[src/rtl/keypad_scanner.sv]
// keypad_scanner: scans a 4x4 active-low key matrix and debounces one key per press.
// Emits a one-cycle newkey strobe with keycode {1, row, col}.
module keypad_scanner #(
  parameter int SCAN_DIV = 4,
  parameter int DEBOUNCE = 3
) (
  input  logic       clk5,
  input  logic       reset,
  input  logic [3:0] row,
  output logic [3:0] col,
  output logic       newkey,
  output logic [4:0] keycode
);
  localparam int CW = $clog2(SCAN_DIV);
  typedef enum logic [1:0] {SCAN, DEB, PRESSED} state_t;
  state_t state;
  logic [CW-1:0] cnt;
  logic [3:0] dcnt;
  logic [1:0] col_sel, lat_row, lat_col, pri;
  logic sample, any_low, hit, held_high, last;
  assign sample = cnt == CW'(SCAN_DIV - 1);
  assign any_low = ~&row;
  assign pri = ~row[0] ? 2'd0 : ~row[1] ? 2'd1 : ~row[2] ? 2'd2 : 2'd3;
  // during debounce the latched row must still be the priority winner
  assign hit = any_low && pri == lat_row;
  assign held_high = row[lat_row];
  assign last = dcnt + 4'd1 == 4'(DEBOUNCE);
  assign col = ~(4'b0001 << col_sel);
  always_ff @(posedge clk5 or negedge reset) begin
    if (!reset) begin
      state <= SCAN;
      cnt <= '0;
      dcnt <= '0;
      col_sel <= '0;
      lat_row <= '0;
      lat_col <= '0;
      newkey <= 1'b0;
      keycode <= '0;
    end else begin
      newkey <= 1'b0;
      cnt <= sample ? '0 : cnt + 1'b1;
      if (sample)
        case (state)
          SCAN:
            if (any_low) begin
              lat_row <= pri;
              lat_col <= col_sel;
              if (DEBOUNCE == 1) begin
                newkey <= 1'b1;
                keycode <= {1'b1, pri, col_sel};
                dcnt <= '0;
                state <= PRESSED;
              end else begin
                dcnt <= 4'd1;
                state <= DEB;
              end
            end else col_sel <= col_sel + 2'd1;
          DEB:
            if (!hit) begin
              dcnt <= '0;
              state <= SCAN;
              col_sel <= col_sel + 2'd1;
            end else if (last) begin
              newkey <= 1'b1;
              keycode <= {1'b1, lat_row, lat_col};
              dcnt <= '0;
              state <= PRESSED;
            end else dcnt <= dcnt + 4'd1;
          PRESSED:
            if (!held_high) dcnt <= '0;
            else if (last) begin
              dcnt <= '0;
              state <= SCAN;
              col_sel <= col_sel + 2'd1;
            end else dcnt <= dcnt + 4'd1;
          default: state <= SCAN;
        endcase
    end
  end
endmodule

[config.mk]
export PLATFORM = sky130hd
export DESIGN_NAME = keypad_scanner
export DESIGN_NICKNAME = d
export VERILOG_FILES = /design/src/rtl/keypad_scanner.sv
export SDC_FILE = /design/constraint.sdc
export NUM_CORES = 1
export LEC_CHECK = 0
export CAP_MARGIN = 5
export CELL_PAD_IN_SITES_DETAIL_PLACEMENT = 0
export CELL_PAD_IN_SITES_GLOBAL_PLACEMENT = 1
export CORE_MARGIN = 4
export CORE_UTILIZATION = 45
export DETAILED_ROUTE_END_ITERATION = 16
export PLACE_DENSITY = 0.91
export SLEW_MARGIN = 0
export SYNTH_ARGS = -nofsm -noshare
export SYNTH_HDL_FRONTEND = slang
export SYNTH_SLANG_ARGS = --single-unit
[constraint.sdc]
create_clock -name clk5 -period 3.2 [get_ports clk5]
set_clock_uncertainty 0.2 [all_clocks]
set_input_delay 0.32 -clock clk5 [delete_from_list [all_inputs] [get_ports clk5]]
set_output_delay 0.32 -clock clk5 [all_outputs]
set_load 0.01 [all_outputs]
==> impl_metrics.json, run 1 <==
{
  "max_freq_ghz": 0.417,
  "rrSetupSlack_ps": 800,
  "drive_gt1_share_pct": 13.2,
  "gp_congestion": 0.769,
  "synth.distinct_cells": 36,
  "viasPerCell": 5.46,
  "cp_slowest_cell": "dfrtp_1",
  "cts_setup_buffers": 0,
  "vias": 814,
  "drt_iter0_drc": 10,
  "final_cells": 149,
  "io_pins": 16,
  "min_path_cells": 1,
  "drt.antenna.violating_nets": 0,
  "cp_slowest_stage_delay_ps": 460,
  "maxSlewViolCount": 0,
  "fp.coreArea_mm2": 0.00230,
  "status": "finished clean",
  "maxCapViolCount": 0,
  "wl_um": 2090,
  "port_buffers": 15,
  "dp_cells": 145,
  "crit_type": "flip-flop to flip-flop",
  "cts-root-buf": "clkbuf_4",
  "clkTransAtPathRegs_ps": 120,
  "power_density_mw_per_mm2": 699,
  "min_period_over_period_pct": 75.0,
  "dieArea_mm2": 0.00337,
  "worstPathMaxFanout": 6,
  "synth-seq-cells": 20,
  "ys_warn_count": 0,
  "num_antenna_cells": 0,
  "grt_max_degree": 21,
  "setup_viol_count_final": 0,
  "postCtsResizedCells": 0,
  "final_cell_mix": "20 x dfrtp_1, 15 x clkdlybuf4s50_1, 13 x inv_1",
  "drt_pass1_iterations": 4,
  "tns_ps": 0,
  "slew_headroom_pct": 39.7,
  "die_x_um": 58.0,
  "rsz0062_at_grt": "no",
  "cts_max_level": 1,
  "hpwl_um": 1610,
  "p_leak_nw": 0.647,
  "crit_path_start_kind": "flip-flop",
  "path_cells": "inv_1 -> ha_1 -> and3_1 -> a31oi_1 -> o21ai_2 -> nand3_1 -> mux2_2",
  "cp-end-kind": "flip-flop",
  "arrival_ps": 2390,
  "grt_pass1_wl_um": 3680,
  "cts_hold_buf": 0,
  "mostFrequentLayoutCell": "dfrtp_1",
  "antenna_found_initial": 0,
  "grt_pass1_vias": 842,
  "ff2ff_path_depth": 7,
  "clock_latency_ps": 300,
  "yosysSeqAreaShare_pct": 44.4,
  "cts.sinks": 20,
  "globalRouteOverflowTotal": 0,
  "syn_area_mm2": 0.00113,
  "syn_avg_cell_area_um2": 11.0,
  "min_path_type": "flip-flop to flip-flop",
  "tritoncts": "built",
  "fin_crit_ps": 2400,
  "worstMarginPinSlew_ps": 902,
  "start_util_pct": 49.0,
  "fillerInstances": 199,
  "hold_viol_final": 0,
  "min_to": "cnt[0]$_DFF_PN0_",
  "irDropWorstVdd_uv": 473,
  "regToRegEndpoint": "col_sel[1]$_DFFE_PN0P_",
  "cts_buffers": 3,
  "synth_cells": 102,
  "routedWlPerCell_um": 14.0,
  "required_ps": 3190,
  "hp-start": "cnt[0]$_DFF_PN0_",
  "area_delta_synth_final_pct": 21.1,
  "r2r_start": "dcnt[0]$_DFFE_PN0P_",
  "die_h_um": 58.0,
  "rows": 17,
  "drc": 0,
  "syn_nets": 119,
  "layout.nets": 139,
  "ctsLongestPathBuffers": 2,
  "track_usage_pct": 14.0
}
-- worst max-delay path by stage --
stage | from | end | slack (ps) | depth (start not counted)
2_1_floorplan | dcnt[0]$_DFFE_PN0P_ | col_sel[1]$_DFFE_PN0P_ | 1080 | 7
3_3_place_gp | row[2] | keycode[1]$_DFFE_PN0P_ | 730 | 6
3_5_place_dp | row[2] | keycode[2]$_DFFE_PN0P_ | 640 | 6
4_1_cts | dcnt[0]$_DFFE_PN0P_ | col_sel[1]$_DFFE_PN0P_ | 770 | 7
5_1_grt | dcnt[0]$_DFFE_PN0P_ | col_sel[1]$_DFFE_PN0P_ | 670 | 7
6_report | dcnt[0]$_DFFE_PN0P_ | col_sel[1]$_DFFE_PN0P_ | 800 | 7
-- metal layers --
layer	vias up	part of all wire, %	GRT usage, %
met4	0	0.62	2.65
met3	2	3.9	4.90
met1	393	46	16.7
met2	15	49	24.5
met5	-	0	0
li1	404	-	-
-- synth_stat cells --
cell type	count	area (um2)
ha_1	11	138
o21ai_2	1	8.76
o2111ai_1	2	17.5
nand4_1	1	6.26
nand4b_2	1	15.0
a31o_2	1	8.76
dfrtp_1	20	500
nor3_1	1	5.00
nor4b_1	1	8.76
mux4_1	1	26.3
and2b_1	1	7.51
a211oi_1	2	15.0
a21bo_2	2	20.0
xnor2_1	2	17.5
nand3_1	3	15.0
nor3_4	1	16.3
nand2b_1	1	6.26
a21boi_0	1	7.51
a22o_1	2	17.5
nand2_1	7	26.3
inv_1	13	48.8
mux2_2	5	56.3
o21a_1	1	7.51
and3_1	1	6.26
nand3b_1	1	7.51
a21oi_1	3	15.0
nor2_1	2	7.51
o21ai_0	5	25.0
a21o_1	1	7.51
a221oi_1	1	8.76
o31ai_1	1	7.51
a2bb2oi_1	1	8.76
or2b_1	1	7.51
a31oi_1	2	12.5
or2_2	1	6.26
mux2i_1	1	10.0
-- per-stage QoR --
step           total power (W)  util, %  area, um2  worst slack, ps  hold slack (ps)
6_report              0.000954     59.4       1360              800              237
5_1_grt                0.00104     59.4       1360              665              269
4_1_cts               0.000969     59.4       1360              775              239
3_5_place_dp          0.000760     57.1       1310              639              225
3_3_place_gp          0.000742     57.1       1310              735              214
2_1_floorplan         0.000604        -       1130             1080             -176
-- registers in the layout, summed over array words and instances (netlist names) --
register / count
keycode: 5
cnt: 2
dcnt: 4
newkey: 1
col_sel: 2
state: 2
lat_row: 2
lat_col: 2
-- power breakdown --
group | switching (W) | internal (W) | leakage [nW]
sequential | 0.0000722 | 0.000322 | 0.259
clock | 0.0000758 | 0.000127 | 0.0279
combinational | 0.000175 | 0.000182 | 0.360
-- area by class of cell --
type                            instances  area (um2)  share of cell area (%)
Tap cell                               28        35.0                    2.57
Clock buffer                            3        22.5                    1.65
Timing Repair Buffer                   15         150                    11.0
Clock inverter                          1        30.0                    2.20
Inverter                               13        48.8                    3.58
Sequential cell                        20         500                    36.7
Multi-Input combinational cell         69         577                    42.3
-- critical path, delay by kind of cell, from the launching register on --
| family | cells | cell delay (ps) |
|---|---|---|
| AND/OR/NAND/NOR | 2 | 370 |
| AO/OA/AOI/OAI | 2 | 610 |
| adder cells (fa/ha/maj) | 1 | 200 |
| buffers and inverters | 1 | 90 |
| flip-flops | 1 | 460 |
| multiplexers | 1 | 350 |
-- cell families (layout without fill, tap and decap cells) --
group           Yosys count  count (layout)  share of synthesized area (%)
compound gates           26              26                           16.7
simple gates             23              23                           12.6
xor+xnor                  2               2                           1.56
fa+ha+maj                11              11                           12.2
mux                       7               7                           8.22
buf+inv                  13              32                           4.33
flops                    20              20                           44.4
(Power assumes the default switching activity.)
==> inputs of run 2 (changes only) <==
--- a/config.mk
+++ b/config.mk
@@ -9,9 +9,9 @@
 export CELL_PAD_IN_SITES_DETAIL_PLACEMENT = 0
 export CELL_PAD_IN_SITES_GLOBAL_PLACEMENT = 1
 export CORE_MARGIN = 4
-export CORE_UTILIZATION = 45
+export CORE_UTILIZATION = 38
 export DETAILED_ROUTE_END_ITERATION = 16
-export PLACE_DENSITY = 0.91
+export PLACE_DENSITY = 0.82
 export SLEW_MARGIN = 0
 export SYNTH_ARGS = -nofsm -noshare
 export SYNTH_HDL_FRONTEND = slang
==> constraint.sdc (replaced) <==
create_clock -name clk5 -period 2.1 [get_ports clk5]
set_clock_uncertainty 0.2 [all_clocks]
set_input_delay 0.21 -clock clk5 [delete_from_list [all_inputs] [get_ports clk5]]
set_output_delay 0.21 -clock clk5 [all_outputs]
set_load 0.01 [all_outputs]
==> run 2 against run 1 <==
Flip-flop and latch count unchanged; clock power grew 11%; first-iteration DRC count rose to 3.1 times the previous value; sequential power grew 51%; die area is 16% higher; register-to-register slack worse by 730 ps; global-route usage down 1.3 points; worst hold slack worse by 190 ps; wire length up 12%; non-clock buffer count grew 13; utilization decreased by 6.2 points; critical endpoint unchanged.
==> impl_metrics.json, run 2 (synthesis results as in run 1) <==
{
  "biggestRegsByFlops": "keycode x5, dcnt x4",
  "grt_max_degree": 21,
  "cp_slowest_cell": "dfrtp_1",
  "cp_slowest_stage_delay_ps": 400,
  "final_cells": 165,
  "layout.nets": 152,
  "crit_type": "flip-flop to flip-flop",
  "regMostFlops": "keycode",
  "io_pins": 16,
  "ctsLongestPathBuffers": 2,
  "grt_pass1_wl_um": 3930,
  "p_leak_nw": 0.702,
  "track_usage_pct": 12.7,
  "worstPathMaxFanout": 3,
  "required_ps": 2090,
  "routedWlPerCell_um": 14.2,
  "viasPerCell": 5.15,
  "wl_um": 2340,
  "cts_hold_buf": 0,
  "drc": 0,
  "cts_buffers": 3,
  "rows": 19,
  "vias": 849,
  "start_util_pct": 40.1,
  "dp_cells": 159,
  "drt.antenna.violating_nets": 0,
  "mostFrequentLayoutCell": "dfrtp_1",
  "num_antenna_cells": 0,
  "layout_setup_ws_ps": 68.6,
  "dpl_cell_area_mm2": 0.00140,
  "globalRouteOverflowTotal": 0,
  "maxCapViolCount": 0,
  "largest_reg_flops": 5,
  "cp_num_buf_inv": 1,
  "irDropWorstVdd_uv": 540,
  "maxSlewViolCount": 0,
  "finish.utilization_pct": 53.2,
  "final_cell_mix": "19 x dfrtp_1, 15 x clkdlybuf4s50_1, 13 x inv_1, 13 x buf_4, 10 x ha_1",
  "hpwl_um": 1750,
  "regToRegEndpoint": "col_sel[1]$_DFFE_PN0P_",
  "drt_pass1_iterations": 3,
  "crit_path_start_kind": "flip-flop",
  "min_period_over_period_pct": 96.7,
  "hold_viol_final": 0,
  "area_delta_synth_final_pct": 32.6,
  "drive_gt1_share_pct": 26.1,
  "power_density_mw_per_mm2": 1000,
  "fin_crit_ps": 2030,
  "worstMarginPinSlew_ps": 533,
  "crit_path_end": "col_sel[1]$_DFFE_PN0P_",
  "fp.coreArea_mm2": 0.00281,
  "drt_iter0_drc": 31,
  "max_freq_ghz": 0.492,
  "antenna_found_initial": 0,
  "tritoncts": "built",
  "startpoint": "dcnt[0]$_DFFE_PN0P_",
  "ff2ff_path_depth": 7,
  "pre_cts_slack_ps": -167,
  "clkTransAtPathRegs_ps": 120,
  "path_delay_family": "flip-flops",
  "cts.sinks": 20,
  "port_buffers": 15,
  "gp_congestion": 0.740,
  "min_path_type": "primary input to async pin",
  "die_x_um": 62.4,
  "design_area_mm2": 0.00149,
  "setup_viol_count_final": 0,
  "slew_headroom_pct": 64.1,
  "arrival_ps": 2020,
  "dieArea_mm2": 0.00390,
  "cp-end-kind": "flip-flop",
  "r2r_start": "dcnt[0]$_DFFE_PN0P_",
  "die_h_um": 62.4,
  "status": "finished clean",
  "rrSetupSlack_ps": 70,
  "cts_max_level": 1,
  "grt_pass1_vias": 893,
  "cts-root-buf": "clkbuf_4",
  "cp.depth": 7,
  "clock_latency_ps": 300,
  "path_cells": "inv_1 -> ha_1 -> and3_4 -> a31oi_4 -> o21ai_2 -> nand3_2 -> mux2_2"
}
[run 2: worst min path at each step]
stage | from | cells past startpoint | end
after floorplan | reset | 0 | cnt[0]$_DFF_PN0_
after global placement | cnt[0]$_DFF_PN0_ | 1 | cnt[0]$_DFF_PN0_
after detailed placement | cnt[0]$_DFF_PN0_ | 1 | cnt[0]$_DFF_PN0_
after CTS | reset | 2 | keycode[4]$_DFFE_PN0P_
after global routing | reset | 2 | newkey$_DFF_PN0_
final | reset | 2 | col_sel[0]$_DFFE_PN0P_
[run 2: power by group]
group          switching (W)  internal, W
Sequential          0.000101     0.000493
Combinational       0.000310     0.000372
Clock               0.000118     0.000106
Total               0.000529     0.000970
[run 2: area by class of cell]
type / instances / area (um2)
clock buffer: 4 / 36.3
fill: 264 / 1310
inverter: 13 / 48.8
multi-input combinational: 69 / 619
sequential: 20 / 502
tap: 31 / 38.8
timing repair buffer: 28 / 248
[run 2: per-layer routing]
layer	part of all wire [%]	track usage (%)	up-vias
li1	-	-	429
met2	51	22.2	10
met3	2.4	2.52	4
met4	2.4	6.89	0
met5	0	0	-
met1	45	14.4	406
[run 2: stage by stage]
| step | hold WS [ps] | power (W) | setup TNS, ps |
|---|---|---|---|
| after floorplan | -286 | 0.000924 | 0 |
| after global placement | 216 | 0.00120 | -671 |
| after detailed placement | 225 | 0.00124 | -1100 |
| after CTS | 41.5 | 0.00148 | 0 |
| after global routing | 44.9 | 0.00163 | -9.46 |
| final | 46.4 | 0.00150 | 0 |
[run 2: what timing repair did]
action                     4_1_cts  5_1_grt
setup endpoints to repair        7        8
buffers inserted                 0        2
resized for setup                3        4
pin swaps                        1        2
==> inputs of run 3 (changes only) <==
--- a/config.mk
+++ b/config.mk
@@ -11,7 +11,7 @@
 export CORE_MARGIN = 4
 export CORE_UTILIZATION = 38
 export DETAILED_ROUTE_END_ITERATION = 16
-export PLACE_DENSITY = 0.82
+export PLACE_DENSITY_LB_ADDON = 0.1
 export SLEW_MARGIN = 0
 export SYNTH_ARGS = -nofsm -noshare
 export SYNTH_HDL_FRONTEND = slang
==> constraint.sdc (replaced) <==
create_clock -name clk5 -period 1.8 [get_ports clk5]
set_clock_uncertainty 0.2 [all_clocks]
set_input_delay 0.18 -clock clk5 [delete_from_list [all_inputs] [get_ports clk5]]
set_output_delay 0.18 -clock clk5 [all_outputs]
set_load 0.01 [all_outputs]
==> run 3 against run 2 <==
The flow now finishes with violations (setup timing); combinational power rose by 60%; maximum frequency fell by 1.3%; clock power rose by 69%; total power rose by 44%; sequential power rose by 16%; wire length rose by 11%; first-iteration DRC count fell by 48%; sequential share of layout area fell by 5.3 points; cell count rose by 12%; register-to-register slack got worse by 330 ps; largest power group unchanged.
==> impl_metrics.json, run 3 (synthesis results as in run 1) <==
{
  "status": "complete, but fails checks",
  "violations": "setup timing",
  "largest_reg_flops": 5,
  "slew_headroom_pct": 78.5,
  "io_pins": 16,
  "tns_ps": -1830,
  "drt.antenna.violating_nets": 0,
  "cts-root-buf": "clkbuf_4",
  "vias": 928,
  "biggestRegsByFlops": "keycode x5, dcnt x4",
  "cts_max_level": 1,
  "required_ps": 1810,
  "max_freq_ghz": 0.486,
  "fin_crit_ps": 2060,
  "maxCapViolCount": 0,
  "area_delta_synth_final_pct": 57.2,
  "power_density_mw_per_mm2": 1220,
  "clock_latency_ps": 310,
  "crit_type": "flip-flop to flip-flop",
  "die_x_um": 62.4,
  "globalRouteOverflowTotal": 0,
  "drc": 0,
  "arrival_ps": 2060,
  "min_period_over_period_pct": 114,
  "worstMarginPinSlew_ps": 321,
  "worstPathMaxFanout": 4,
  "layout_setup_ws_ps": -258,
  "final_cells": 184,
  "wl_um": 2600,
  "tritoncts": "built",
  "gp_congestion": 0.771,
  "cts_buffers": 3,
  "irDropWorstVdd_uv": 683,
  "drive_gt1_share_pct": 46.4,
  "final_cell_mix": "28 x buf_4, 19 x dfrtp_1, 11 x inv_1, 11 x clkdlybuf4s50_1, 8 x ha_1",
  "finish.utilization_pct": 63.1,
  "die_h_um": 62.4,
  "clkTransAtPathRegs_ps": 130,
  "holdWs_ps": 234,
  "dp_cells": 166,
  "rows": 19,
  "layout.nets": 171,
  "grt_pass1_vias": 935,
  "viasPerCell": 5.04,
  "start_util_pct": 40.1,
  "mostFrequentLayoutCell": "buf_4",
  "fp.coreArea_mm2": 0.00281,
  "routedWlPerCell_um": 14.2,
  "num_antenna_cells": 0,
  "regMostFlops": "keycode",
  "hpwl_um": 1790,
  "cts.sinks": 20,
  "drt_pass1_iterations": 3,
  "min_path_type": "flip-flop to flip-flop",
  "ctsLongestPathBuffers": 2,
  "track_usage_pct": 13.8,
  "multi_input_area_um2": 734,
  "dieArea_mm2": 0.00390,
  "maxSlewViolCount": 0,
  "fillerInstances": 224,
  "port_buffers": 15,
  "grt_pass1_wl_um": 4260,
  "drt_iter0_drc": 16,
  "hold_viol_final": 0,
  "rsz0062_at_grt": "yes",
  "cp-end-kind": "flip-flop",
  "grt_max_degree": 21,
  "antenna_found_initial": 0,
  "setup_viol_count_final": 10,
  "seq_area_um2": 502,
  "crit_path_start_kind": "flip-flop",
  "p_leak_nw": 0.831
}
## run 3: routing by layer
layer / wire length [um] / GRT usage, % / vias up
met4: 11 / 5.79 / 0
met1: 1120 / 16.2 / 449
met2: 1430 / 24.6 / 10
met5: 0 / 0 / -
met3: 49 / 2.34 / 2
li1: - / - / 467
## run 3: cell type report
cell class	instances	share of cell area (%)
multi-input cells	69	41.5
flip-flops and latches	20	28.3
inverters	13	2.76
repair buffers	47	22.3
clock inverters	1	1.70
clock buffers	3	1.27
well taps	31	2.19
## run 3: worst paths after layout
path | startpoint | to | slack (ps) | cells after the start
min in group asynchronous | reset | dcnt[3]$_DFFE_PN0P_ | 540 | 3
setup reg to reg | dcnt[1]$_DFFE_PN0P_ | keycode[2]$_DFFE_PN0P_ | -260 | 6
setup / recovery | dcnt[1]$_DFFE_PN0P_ | keycode[2]$_DFFE_PN0P_ | -260 | 6
hold reg to reg | cnt[0]$_DFF_PN0_ | cnt[0]$_DFF_PN0_ | 230 | 1
hold / removal | cnt[0]$_DFF_PN0_ | cnt[0]$_DFF_PN0_ | 230 | 1
max in group asynchronous | reset | dcnt[1]$_DFFE_PN0P_ | 650 | 3
## run 3: metrics by stage
stage                     total power (W)  area (um2)  setup slack [ps]
after floorplan                   0.00110        1160              -107
after global placement            0.00148        1490              -417
after detailed placement          0.00150        1490              -492
after CTS                         0.00201        1660              -199
after global routing              0.00231        1770              -320
final                             0.00216        1770              -258
## run 3: where the power goes
group	internal [W]	switching [W]	total, W	leakage [nW]
logic	0.000601	0.000490	0.00109	0.545
clock network	0.000225	0.000154	0.000379	0.0279
registers	0.000574	0.000111	0.000685	0.257
total	0.00140	0.000755	0.00216	0.831
## run 3: what timing repair did
item / 4_1_cts / 5_1_grt
setup buffers: 9 / 6
gates resized for setup: 18 / 26
endpoints found under the setup margin: 16 / 16
hold endpoints to repair: 20 / 0
pin swaps: 5 / 8
hold buffers: 1 / 0
## run 3: worst max-delay path: stages, from the launching register on
cell and delay [ps]:
dfrtp_2 460, ha_4 180, nor4b_4 330, a31oi_4 90, nor3_4 210, buf_4 140
mux2_2 320
